<file path="config.mk">
export PLATFORM = sky130hd
export DESIGN_NAME = mem_responder_flat
export DESIGN_NICKNAME = d
export VERILOG_FILES = /design/src/rtl/mem_responder_pkg.sv /design/src/rtl/mem_responder_if.sv /design/src/rtl/mem_responder_ram_array.sv /design/src/rtl/mem_responder.sv /design/src/flat_wrapper.sv
export SDC_FILE = /design/constraint.sdc
export NUM_CORES = 1
export LEC_CHECK = 0
export CORE_MARGIN = 5
export CORE_UTILIZATION = 62
export CTS_BUF_LIST = sky130_fd_sc_hd__clkbuf_4
export DETAILED_ROUTE_END_ITERATION = 10
export PLACE_DENSITY_LB_ADDON = 0.2
export SLEW_MARGIN = 25
export SYNTH_ARGS = -nofsm -noshare
export SYNTH_HDL_FRONTEND = slang
export SYNTH_SLANG_ARGS = --single-unit
</file>
<file path="constraint.sdc">
create_clock -name clk -period 3.3 [get_ports clk]
set_clock_uncertainty 0.15 [all_clocks]
set_input_delay 0.825 -clock clk [delete_from_list [all_inputs] [get_ports clk]]
set_output_delay 0.825 -clock clk [all_outputs]
set_load 0.005 [all_outputs]
</file>
<file path="src/rtl/mem_responder_pkg.sv">
// Shared definitions for the memory responder: FSM encodings and wait-counter width.
package mem_responder_pkg;

   typedef enum logic [1:0] {
      ST_IDLE = 2'd0,
      ST_WAIT = 2'd1,
      ST_ACK  = 2'd2
   } state_t;

   localparam int WAIT_CNT_W = 4;

endpackage

</file>
<file path="src/rtl/mem_responder_if.sv">
// Request/acknowledge bus between the control unit (master) and the memory responder (slave).
interface mem_responder_if #(
   parameter int DATA_WIDTH = 8,
   parameter int ADDR_WIDTH = 4
);
   logic                  req;
   logic                  we;
   logic [ADDR_WIDTH-1:0] addr;
   logic [DATA_WIDTH-1:0] wdata;
   logic [DATA_WIDTH-1:0] rdata;
   logic                  ack;
   logic                  busy;

   modport master (
      output req, we, addr, wdata,
      input  rdata, ack, busy
   );

   modport slave (
      input  req, we, addr, wdata,
      output rdata, ack, busy
   );
endinterface

</file>
<file path="src/rtl/mem_responder_ram_array.sv">
// Word-addressed RAM with synchronous write and registered read.
// The storage itself is never reset; only the read register is, so rdata starts at 0.
module ram_array #(
   parameter int DATA_WIDTH = 8,
   parameter int ADDR_WIDTH = 4
) (
   input  logic                  clk,
   input  logic                  rst,
   input  logic                  i_we_s,
   input  logic                  i_re_s,
   input  logic [ADDR_WIDTH-1:0] i_addr,
   input  logic [DATA_WIDTH-1:0] i_wdata,
   output logic [DATA_WIDTH-1:0] o_rdata
);

   logic [DATA_WIDTH-1:0] r_mem [2**ADDR_WIDTH];
   logic [DATA_WIDTH-1:0] r_rdata;

   // Write port: commit data on the write strobe.
   always_ff @(posedge clk) begin
      if (i_we_s) begin
         r_mem[i_addr] <= i_wdata;
      end
   end

   // Read register: updated only on the read strobe, holds otherwise.
   always_ff @(posedge clk or posedge rst) begin
      if (rst) begin
         r_rdata <= '0;
      end else if (i_re_s) begin
         r_rdata <= r_mem[i_addr];
      end
   end

   assign o_rdata = r_rdata;

endmodule

</file>
<file path="src/rtl/mem_responder.sv">
// Memory responder: accepts one request at a time, waits WAIT_STATES cycles,
// performs the RAM access and answers with a four-phase req/ack handshake.
//
//  state   | meaning
//  --------+---------------------------------------------------------
//  IDLE    | waiting for req; request fields latched on acceptance
//  WAIT    | counting down wait states; access happens when count is 0
//  ACK     | ack held high until req is seen low
module mem_responder
   import mem_responder_pkg::*;
#(
   parameter int DATA_WIDTH  = 8,
   parameter int ADDR_WIDTH  = 4,
   parameter int WAIT_STATES = 1
) (
   input  logic            clk,
   input  logic            rst,
   mem_responder_if.slave  bus
);

   state_t                r_state;
   logic [WAIT_CNT_W-1:0] r_cnt;
   logic                  r_we;
   logic [ADDR_WIDTH-1:0] r_addr;
   logic [DATA_WIDTH-1:0] r_wdata;
   logic                  r_ack;
   logic                  r_busy;

   logic                  w_access;
   logic                  w_we_s;
   logic                  w_re_s;
   logic [DATA_WIDTH-1:0] w_rdata;

   // The access edge is the last WAIT cycle; strobes come straight from registered state.
   assign w_access = (r_state == ST_WAIT) && (r_cnt == '0);
   assign w_we_s   = w_access &&  r_we;
   assign w_re_s   = w_access && !r_we;

   // Handshake FSM with request latches, wait counter and registered ack/busy.
   always_ff @(posedge clk or posedge rst) begin
      if (rst) begin
         r_state <= ST_IDLE;
         r_cnt   <= '0;
         r_we    <= 1'b0;
         r_addr  <= '0;
         r_wdata <= '0;
         r_ack   <= 1'b0;
         r_busy  <= 1'b0;
      end else begin
         case (r_state)
            ST_IDLE: begin
               if (bus.req) begin
                  r_we    <= bus.we;
                  r_addr  <= bus.addr;
                  r_wdata <= bus.wdata;
                  r_cnt   <= WAIT_CNT_W'(WAIT_STATES);
                  r_busy  <= 1'b1;
                  r_state <= ST_WAIT;
               end
            end
            ST_WAIT: begin
               if (r_cnt != '0) begin
                  r_cnt <= r_cnt - 1'b1;
               end else begin
                  r_ack   <= 1'b1;
                  r_state <= ST_ACK;
               end
            end
            ST_ACK: begin
               if (!bus.req) begin
                  r_ack   <= 1'b0;
                  r_busy  <= 1'b0;
                  r_state <= ST_IDLE;
               end
            end
            default: begin
               r_ack   <= 1'b0;
               r_busy  <= 1'b0;
               r_state <= ST_IDLE;
            end
         endcase
      end
   end

   ram_array #(
      .DATA_WIDTH (DATA_WIDTH),
      .ADDR_WIDTH (ADDR_WIDTH)
   ) u_ram (
      .clk     (clk),
      .rst     (rst),
      .i_we_s  (w_we_s),
      .i_re_s  (w_re_s),
      .i_addr  (r_addr),
      .i_wdata (r_wdata),
      .o_rdata (w_rdata)
   );

   assign bus.ack   = r_ack;
   assign bus.busy  = r_busy;
   assign bus.rdata = w_rdata;

endmodule

</file>
<file path="src/flat_wrapper.sv">
// flat-port wrapper written by rule: the top's interface ports become plain ports
module mem_responder_flat import mem_responder_pkg::*;
#(
   parameter int DATA_WIDTH  = 8,
   parameter int ADDR_WIDTH  = 4,
   parameter int WAIT_STATES = 1
)
  (clk, rst, bus_req, bus_we, bus_addr, bus_wdata, bus_rdata, bus_ack, bus_busy);
  mem_responder_if #(.DATA_WIDTH(DATA_WIDTH), .ADDR_WIDTH(ADDR_WIDTH)) bus_i ();
  input  logic clk;
  input  logic rst;
  input wire logic [$bits(bus_i.req)-1:0] bus_req;
  input wire logic [$bits(bus_i.we)-1:0] bus_we;
  input wire logic [$bits(bus_i.addr)-1:0] bus_addr;
  input wire logic [$bits(bus_i.wdata)-1:0] bus_wdata;
  output wire logic [$bits(bus_i.rdata)-1:0] bus_rdata;
  output wire logic [$bits(bus_i.ack)-1:0] bus_ack;
  output wire logic [$bits(bus_i.busy)-1:0] bus_busy;
  assign bus_i.req = bus_req;
  assign bus_i.we = bus_we;
  assign bus_i.addr = bus_addr;
  assign bus_i.wdata = bus_wdata;
  assign bus_rdata = bus_i.rdata;
  assign bus_ack = bus_i.ack;
  assign bus_busy = bus_i.busy;
  mem_responder #(.DATA_WIDTH(DATA_WIDTH), .ADDR_WIDTH(ADDR_WIDTH), .WAIT_STATES(WAIT_STATES)) u_core (.clk(clk), .rst(rst), .bus(bus_i));
endmodule
</file>
==> results of run 1 <==
-- power by group --
part	total [mW]	switching, mW	internal, mW	leakage, nW
Combinational	1.35	0.567	0.781	0.732
Clock	1.03	0.646	0.382	0.139
Sequential	3.12	0.539	2.58	1.49
Total	5.50	1.75	3.74	2.37
-- placed cells by master, fill, tap and decap left out, types with 2 or more instances in the layout --
cell type and instances:
edfxtp_1 128, dfrtp_1 29, clkdlybuf4s50_1 25, mux4_2 23, nor2_1 23, buf_4 22, clkbuf_4 18, mux2_1 12
a31oi_1 11, mux2i_1 10, mux4_1 7, a22oi_1 5, o22ai_1 5, nor3_1 5, clkinv_4 5, mux2_2 4
inv_1 4, nand2b_1 3, nor2b_1 3, nand3_1 3, nand2_1 3, clkinv_1 3, or3b_1 2, a21o_1 2
xor2_1 2, nand4b_1 2, ha_1 2, clkinv_2 2, inv_6 2
-- final cells by class --
type / count / area [sq um] / share of cell area (%)
multi-input cells: 136 / 1460 / 21.2
clock inverters: 14 / 120 / 1.74
clock buffers: 18 / 135 / 1.96
repair buffers: 48 / 435 / 6.31
inverters: 4 / 15.0 / 0.217
flip-flops and latches: 157 / 4570 / 66.2
well taps: 133 / 166 / 2.41
-- worst max path at each step --
stage	cells past startpoint	to	startpoint
floorplan	6	u_core.u_ram.r_mem[3][0]	u_core.r_cnt[0]
global placement	6	u_core.u_ram.r_mem[13][6]	u_core.r_cnt[0]
detailed placement	6	u_core.u_ram.r_mem[13][7]	u_core.r_cnt[0]
CTS	6	u_core.u_ram.r_mem[13][6]	u_core.r_cnt[0]
global route	6	u_core.u_ram.r_mem[13][5]	u_core.r_cnt[0]
finish	6	u_core.u_ram.r_mem[13][5]	u_core.r_cnt[0]
-- flip-flops by register name (all words and copies together) (netlist names) --
signal	count
u_core.bus.busy	1
u_core.bus.ack	1
u_core.r_state	2
u_core.r_cnt	4
u_core.r_addr	4
u_core.r_wdata	8
u_core.u_ram.r_mem	128
u_core.u_ram.o_rdata	8
u_core.r_we	1
-- cells by family after synthesis --
logic type	after synthesis	share of synthesized area, %
muxes	56	16.0
xor gates and xnor gates	2	0.286
and+or+nand+nor	49	4.21
buffers and inverters	19	1.47
adders and majority gates	3	0.572
AOI/OAI and AO/OA	26	2.78
DFF	157	74.6
-- stage by stage --
step / cell area (sq um) / total power [mW] / worst slack [ns] / hold slack (ns) / utilization (%)
CTS: 6900 / 5.54 / 0.464 / 0.389 / 71.3
global route: 6900 / 5.79 / 0.240 / 0.407 / 71.3
global placement: 6650 / 4.49 / 0.636 / 0.352 / 68.7
finish: 6900 / 5.50 / 0.460 / 0.384 / 71.3
floorplan: 6120 / 3.94 / 0.684 / 0.345 / -
detailed placement: 6650 / 4.53 / 0.479 / 0.360 / 68.7
-- worst max-delay path, stage by stage (launching register included) --
cell and delay [ns]:
dfrtp_1 0.42, inv_1 0.09, ha_1 0.16, or3b_1 0.44, nor2_1 0.34, nand4b_1 0.27
nor2_1 0.61
-- layer usage --
| metal | track usage, % | vias to the layer above | part of all wire, % |
|---|---|---|---|
| li1 | - | 1370 | - |
| met1 | 30.1 | 1618 | 42 |
| met2 | 33.5 | 118 | 50 |
| met3 | 6.11 | 14 | 6.3 |
| met4 | 6.95 | 0 | 1.6 |
| met5 | 0 | - | 0 |
==> flow_summary.json, run 1 <==
{
  "outcome": "completed",
  "drv_slew": 0,
  "yosysMostFrequentCell": "edfxtp_1",
  "hold_viol": 0,
  "grt_pass1_wl_mm": 18.0,
  "crit_fanout": 8,
  "yosysSeqAreaShare_pct": 74.6,
  "worst_ep_arrival_time_ns": 2.84,
  "rr_startpoint": "u_core.r_cnt[0]",
  "vias_per_cell": 6.12,
  "layout-drive-gt1-share_pct": 21.5,
  "grt_use_total_pct": 21.6,
  "cts_root_buffer": "clkbuf_4",
  "whs_endpoint": "u_core.u_ram.o_rdata[0]",
  "first_pass_iters": 5,
  "max_cap_violations": 0,
  "coreArea_sq_um": 9680,
  "clk_latency_ns": 0.51,
  "synth.area.top_cells": "edfxtp_1, dfrtp_1, mux4_2",
  "required_ns": 3.30,
  "synthCells": 312,
  "cp-end-kind": "register",
  "synth_area_leader_cell": "edfxtp_1",
  "hpwl_mm": 7.92,
  "p_per_area_nw_per_um2": 796,
  "r2r-end": "u_core.u_ram.r_mem[13][5]",
  "dr.first_iter.drc_count": 314,
  "antenna_left": 0,
  "synth_nets": 330,
  "ctsResizeCount": 0,
  "first_global_vias": 3169,
  "cts.clk_slew.worst_paths_ns": 0.12,
  "start_util_pct": 63.2,
  "h-tree-depth": 4,
  "wl_per_cell_um": 22.9,
  "synthesis.area_sq_um": 6120,
  "r2r_slack_ns": 0.46,
  "cp-start-kind": "register",
  "gp_congestion": 0.858,
  "yosysTopAreaCellShare_pct": 62.8,
  "clockBufferDepth": 2,
  "syn_area_per_cell_sq_um": 19.6,
  "numCtsBuffers": 17,
  "holdBufCountCts": 0,
  "peakVddDrop_v": 0.000467,
  "via_count": 3120,
  "die_w_um": 109,
  "final_cell_count_no_fill": 510,
  "wirelength_mm": 11.7,
  "synth-async-reset-ratio_pct": 18.5,
  "synth_top_flop_cell": "edfxtp_1",
  "hp-start": "u_core.u_ram.o_rdata[0]",
  "io_buffer_count": 25,
  "antenna_found_initial": 0,
  "slew_headroom_pct": 35.7,
  "fmax_ghz": 0.352,
  "cts_sinks": 157,
  "ys_types": 35,
  "fin_nets": 382,
  "num_io_pins": 26,
  "synth_enable_flop_cells": 128,
  "drc": 0,
  "ys_warn_count": 0,
  "area_growth_pct": 12.8,
  "rsz0062_at_grt": "false",
  "min_path_cells": 1,
  "reg2reg_depth": 6,
  "ys_top_cells_by_count": "edfxtp_1, dfrtp_1, mux4_2, nor2_1, mux2_1",
  "overflow": 0,
  "place_inst": 478,
  "antenna_cells": 0,
  "die_h_um": 109,
  "cts_setup_buffers": 0,
  "finalSetupViolCount": 0,
  "synth.ff_latch_count": 157,
  "p_leak_nw": 2.37,
  "fin_tns_setup_ns": 0,
  "fin_crit_sh_pct": 86.1,
  "worst_pin_slew_ns": 0.965,
  "grt_max_degree": 30,
  "cts_tree": "built",
  "min_period_ns": 2.84,
  "path_class": "register to register",
  "rows": 36,
  "hp-class": "register to register",
  "die_area_sq_um": 12000,
  "num-fill-cells": 604
}
(Power assumes the default switching activity.)
==> run 2, diff against run 1 <==
--- a/config.mk
+++ b/config.mk
@@ -5,7 +5,7 @@
 export SDC_FILE = /design/constraint.sdc
 export NUM_CORES = 1
 export LEC_CHECK = 0
-export CORE_MARGIN = 5
+export CORE_MARGIN = 8
 export CORE_UTILIZATION = 62
 export CTS_BUF_LIST = sky130_fd_sc_hd__clkbuf_4
 export DETAILED_ROUTE_END_ITERATION = 10
==> run 2 against run 1 <==
  * Flip-flop and latch count is the same
  * Critical path depth is the same
  * Total power grew 0.51%
  * Clock power is essentially flat
  * Cell count is the same
  * Sequential share of layout area grew 0.22 points
  * Global-route usage shrank 1.5 points
  * Highest routed layer unchanged
  * Via count grew 0.83%
==> flow_summary.json, run 2 (synthesis gave the netlist of run 1 again) <==
{
  "fin_tns_setup_ns": 0,
  "cts_sinks": 157,
  "crit_fanout": 8,
  "cts_root_buffer": "clkbuf_4",
  "max_cap_violations": 0,
  "numCtsBuffers": 17,
  "die_area_sq_um": 13300,
  "grt-busiest-layer": "met2",
  "drc": 0,
  "clockBufferDepth": 2,
  "holdBufCountCts": 0,
  "overflow": 0,
  "layout-drive-gt1-share_pct": 21.8,
  "cp-start-kind": "register",
  "min_period_ns": 2.87,
  "coreArea_sq_um": 9680,
  "wirelength_mm": 12.2,
  "grt_use_total_pct": 20.1,
  "required_ns": 3.31,
  "path_class": "register to register",
  "startpoint": "u_core.r_cnt[0]",
  "antenna_cells": 0,
  "grt_pass1_wl_mm": 18.7,
  "cp_slowest_cell": "nor2_1",
  "hold_viol": 0,
  "fmax_ghz": 0.349,
  "cpMostUsedCell": "nor2_1",
  "wl_per_cell_um": 24.0,
  "vias_per_cell": 6.17,
  "slew_headroom_pct": 45.5,
  "rows": 36,
  "num_io_pins": 26,
  "use_met1_pct": 26.6,
  "layout_common_cells": "edfxtp_1, dfrtp_1, clkdlybuf4s50_1",
  "clk_latency_ns": 0.52,
  "cts.clk_slew.worst_paths_ns": 0.11,
  "gp_congestion": 0.874,
  "start_util_pct": 63.2,
  "worst_pin_slew_ns": 0.818,
  "rr_startpoint": "u_core.r_cnt[0]",
  "r2r-end": "u_core.u_ram.r_mem[12][0]",
  "finalSetupViolCount": 0,
  "ctsResizeCount": 0,
  "h-tree-depth": 4,
  "fin_nets": 382,
  "endpoint": "u_core.u_ram.r_mem[12][0]",
  "outcome": "completed",
  "dr.first_iter.drc_count": 348,
  "p_leak_nw": 2.36,
  "reg2reg_depth": 6,
  "largest_reg_flops": 128,
  "layout_commonest_cell": "edfxtp_1",
  "area_growth_pct": 12.4,
  "grt_max_degree": 30,
  "first_global_vias": 3132,
  "cts_tree": "built",
  "io_buffer_count": 25,
  "first_pass_iters": 5,
  "r2r_slack_ns": 0.43,
  "grt_use_met3_pct": 4.67,
  "cts_setup_buffers": 0,
  "antenna_left": 0,
  "cpPeakStageDelay_ns": 0.58,
  "die_h_um": 115,
  "worst_ep_arrival_time_ns": 2.88,
  "cp_cell_sequence": "inv_1 > ha_1 > or3b_1 > nor2_1 > nand4bb_1 > nor2_1",
  "peakVddDrop_v": 0.000496,
  "cp-end-kind": "register",
  "rsz0062_at_grt": "false",
  "fin_ws_ns": 0.434,
  "top_register": "u_core.u_ram.r_mem",
  "dp_slack_ns": 0.491,
  "hpwl_mm": 8.28,
  "die_w_um": 115,
  "antenna_found_initial": 0,
  "hp-class": "register to register",
  "p_per_area_nw_per_um2": 803,
  "via_count": 3146,
  "fin_crit_sh_pct": 86.9,
  "use_met2_pct": 30.9,
  "drv_slew": 0
}
==> run 2: worst max-delay path, delay by kind of cell (launching register included) <==
family | cells | cell delay, ns
buffers and inverters | 1 | 0.10
AND/OR/NAND/NOR | 4 | 1.65
flip-flops | 1 | 0.43
adder cells (fa/ha/maj) | 1 | 0.17
==> run 2: worst min-delay path by stage <==
stage / slack, ns / to / cells past startpoint / startpoint
after floorplan: 0.34 / u_core.bus.ack / 2 / u_core.bus.ack
after global placement: 0.36 / u_core.bus.ack / 2 / u_core.bus.ack
after detailed placement: 0.35 / u_core.bus.ack / 2 / u_core.bus.ack
after CTS: 0.38 / u_core.bus.ack / 2 / u_core.bus.ack
after global routing: 0.41 / u_core.bus.busy / 1 / u_core.bus.busy
final: 0.38 / u_core.bus.ack / 2 / u_core.bus.ack
==> run 2: metal layers <==
| layer | wire [um] | vias to the layer above |
|---|---|---|
| met5 | 0 | - |
| li1 | - | 1374 |
| met4 | 356 | 0 |
| met2 | 6040 | 128 |
| met1 | 4980 | 1621 |
| met3 | 867 | 23 |
==> run 2: area by class of cell <==
| class | count | area, sq um |
|---|---|---|
| Tap cell | 133 | 166 |
| Fill cell | 591 | 2800 |
| Timing Repair Buffer | 48 | 423 |
| Clock inverter | 9 | 72.6 |
| Sequential cell | 157 | 4570 |
| Multi-Input combinational cell | 136 | 1460 |
| Inverter | 4 | 15.0 |
| Clock buffer | 23 | 173 |
==> run 2: power by group <==
part	switching, mW	internal, mW
sequential	0.523	2.58
clock	0.601	0.414
combinational	0.624	0.781
==> run 2: stage by stage <==
step	hold WS [ns]	power, mW	area (sq um)	cells	utilization [%]
global route	0.410	5.79	6880	510	71.1
global placement	0.361	4.49	6640	478	68.5
detailed placement	0.355	4.57	6640	478	68.5
CTS	0.382	5.56	6880	510	71.1
floorplan	0.345	3.94	6120	312	-
finish	0.379	5.53	6880	510	71.1
==> run 3, diff against run 2 <==
==> constraint.sdc (replaced) <==
create_clock -name clk -period 3.25 [get_ports clk]
set_clock_uncertainty 0.15 [all_clocks]
set_input_delay 0.8125 -clock clk [delete_from_list [all_inputs] [get_ports clk]]
set_output_delay 0.8125 -clock clk [all_outputs]
set_load 0.005 [all_outputs]
==> run 3 against run 2 <==
  * Cell count unchanged
  * Core utilization up 0.23 points
  * Clock power grew 9%
  * Non-clock buffer count unchanged
  * Global-route usage down 0.50 points
  * Worst setup slack worse by 0.057 ns
  * Critical endpoint is now u_core.u_ram.r_mem[4][5]
==> flow_summary.json, run 3 (synthesis gave the netlist of run 1 again) <==
{
  "die_h_um": 115,
  "h-tree-depth": 4,
  "antenna_left": 0,
  "p_per_area_nw_per_um2": 822,
  "fin_nets": 382,
  "layout_common_cells": "edfxtp_1, dfrtp_1, clkdlybuf4s50_1",
  "startpoint": "u_core.r_cnt[0]",
  "crit_fanout": 8,
  "slew_headroom_pct": 45.3,
  "cts_tree": "built",
  "start_util_pct": 63.2,
  "clk_latency_ns": 0.54,
  "gp_congestion": 0.853,
  "hold_ws_ns": 0.377,
  "rr_startpoint": "u_core.r_cnt[0]",
  "drc": 0,
  "cts_root_buffer": "clkbuf_4",
  "rsz0062_at_grt": "false",
  "cp-start-kind": "register",
  "overflow": 0,
  "layout-drive-gt1-share_pct": 21.8,
  "worst_pin_slew_ns": 0.821,
  "largest_reg_flops": 128,
  "peakVddDrop_v": 0.000745,
  "via_count": 3118,
  "dr.first_iter.drc_count": 337,
  "grt_max_degree": 30,
  "r2r_slack_ns": 0.38,
  "area_growth_pct": 12.8,
  "vias_per_cell": 6.11,
  "dp_slack_ns": 0.460,
  "cts_sinks": 157,
  "antenna_found_initial": 0,
  "clockBufferDepth": 2,
  "p_leak_nw": 2.36,
  "hpwl_mm": 8.12,
  "grt_use_total_pct": 19.6,
  "worst_ep_arrival_time_ns": 2.90,
  "fin_tns_setup_ns": 0,
  "power_mw": 5.67,
  "die_w_um": 115,
  "r2r-end": "u_core.u_ram.r_mem[4][5]",
  "hp-class": "register to register",
  "final_cell_count_no_fill": 510,
  "place_inst": 478,
  "fmax_ghz": 0.348,
  "reg2reg_depth": 6,
  "io_buffer_count": 25,
  "outcome": "completed",
  "holdBufCountCts": 0,
  "layout_commonest_cell": "edfxtp_1",
  "antenna_cells": 0,
  "ctsResizeCount": 0,
  "min_period_ns": 2.87,
  "coreArea_sq_um": 9680,
  "rows": 36,
  "numCtsBuffers": 17,
  "grt_pass1_wl_mm": 18.1,
  "num_io_pins": 26,
  "cp-end-kind": "register",
  "cts.clk_slew.worst_paths_ns": 0.12,
  "top_register": "u_core.u_ram.r_mem",
  "required_ns": 3.28,
  "max_cap_violations": 0,
  "drv_slew": 0,
  "die_area_sq_um": 13300,
  "first_global_vias": 3180,
  "path_class": "register to register",
  "fin_crit_sh_pct": 88.4,
  "wirelength_mm": 12.1,
  "fin_ws_ns": 0.377,
  "num-fill-cells": 608,
  "hold_viol": 0,
  "wl_per_cell_um": 23.7,
  "cts_setup_buffers": 0,
  "finalSetupViolCount": 0,
  "endpoint": "u_core.u_ram.r_mem[4][5]",
  "first_pass_iters": 5
}
## run 3: cell types whose count changed in the layout (fill, tap and decap cells not counted), sizes merged
cell,previous run,this run
clkbuf,23,19
clkinvlp,2,5
bufinv,1,2
## run 3: critical path, cell delays in order, from the launching register on
cell,delay (ns)
dfrtp_1,0.43
inv_1,0.09
ha_1,0.16
or3b_1,0.44
nor2_1,0.41
nand4bb_1,0.23
nor2_1,0.59
## run 3: metal layers
| metal | share of wire, % | GRT usage, % | up-vias |
|---|---|---|---|
| met4 | 1.9 | 9.63 | 0 |
| met2 | 50 | 30.0 | 137 |
| met3 | 6.4 | 5.62 | 17 |
| li1 | - | - | 1368 |
| met1 | 42 | 25.4 | 1596 |
| met5 | 0 | 0 | - |
## run 3: area by class of cell
type / instances / area [sq um] / area share (%)
sequential: 157 / 4570 / 66.2
multi-input combinational: 136 / 1460 / 21.2
timing repair buffer: 48 / 423 / 6.13
tap: 133 / 166 / 2.41
clock buffer: 19 / 143 / 2.07
clock inverter: 13 / 125 / 1.81
inverter: 4 / 15.0 / 0.217
## run 3: stage by stage
step,util (%),area (sq um)
final,71.3,6900
after global routing,71.3,6900
after CTS,71.3,6900
after detailed placement,68.5,6640
after global placement,68.5,6640
after floorplan,-,6120
## run 3: power breakdown
part / internal, mW / total [mW] / leakage, nW / switching [mW]
clock: 0.461 / 1.10 / 0.135 / 0.641
combinational: 0.792 / 1.41 / 0.726 / 0.616
sequential: 2.62 / 3.16 / 1.49 / 0.539
total: 3.88 / 5.67 / 2.36 / 1.80
## run 3: how the worst min path moves through the flow
stage / startpoint / endpoint / depth (start not counted)
2_1_floorplan: u_core.bus.ack / u_core.bus.ack / 2
3_3_place_gp: u_core.bus.ack / u_core.bus.ack / 2
3_5_place_dp: u_core.u_ram.o_rdata[2] / u_core.u_ram.o_rdata[2] / 1
4_1_cts: u_core.u_ram.o_rdata[2] / u_core.u_ram.o_rdata[2] / 1
5_1_grt: u_core.u_ram.o_rdata[2] / u_core.u_ram.o_rdata[2] / 1
6_report: u_core.u_ram.o_rdata[2] / u_core.u_ram.o_rdata[2] / 1
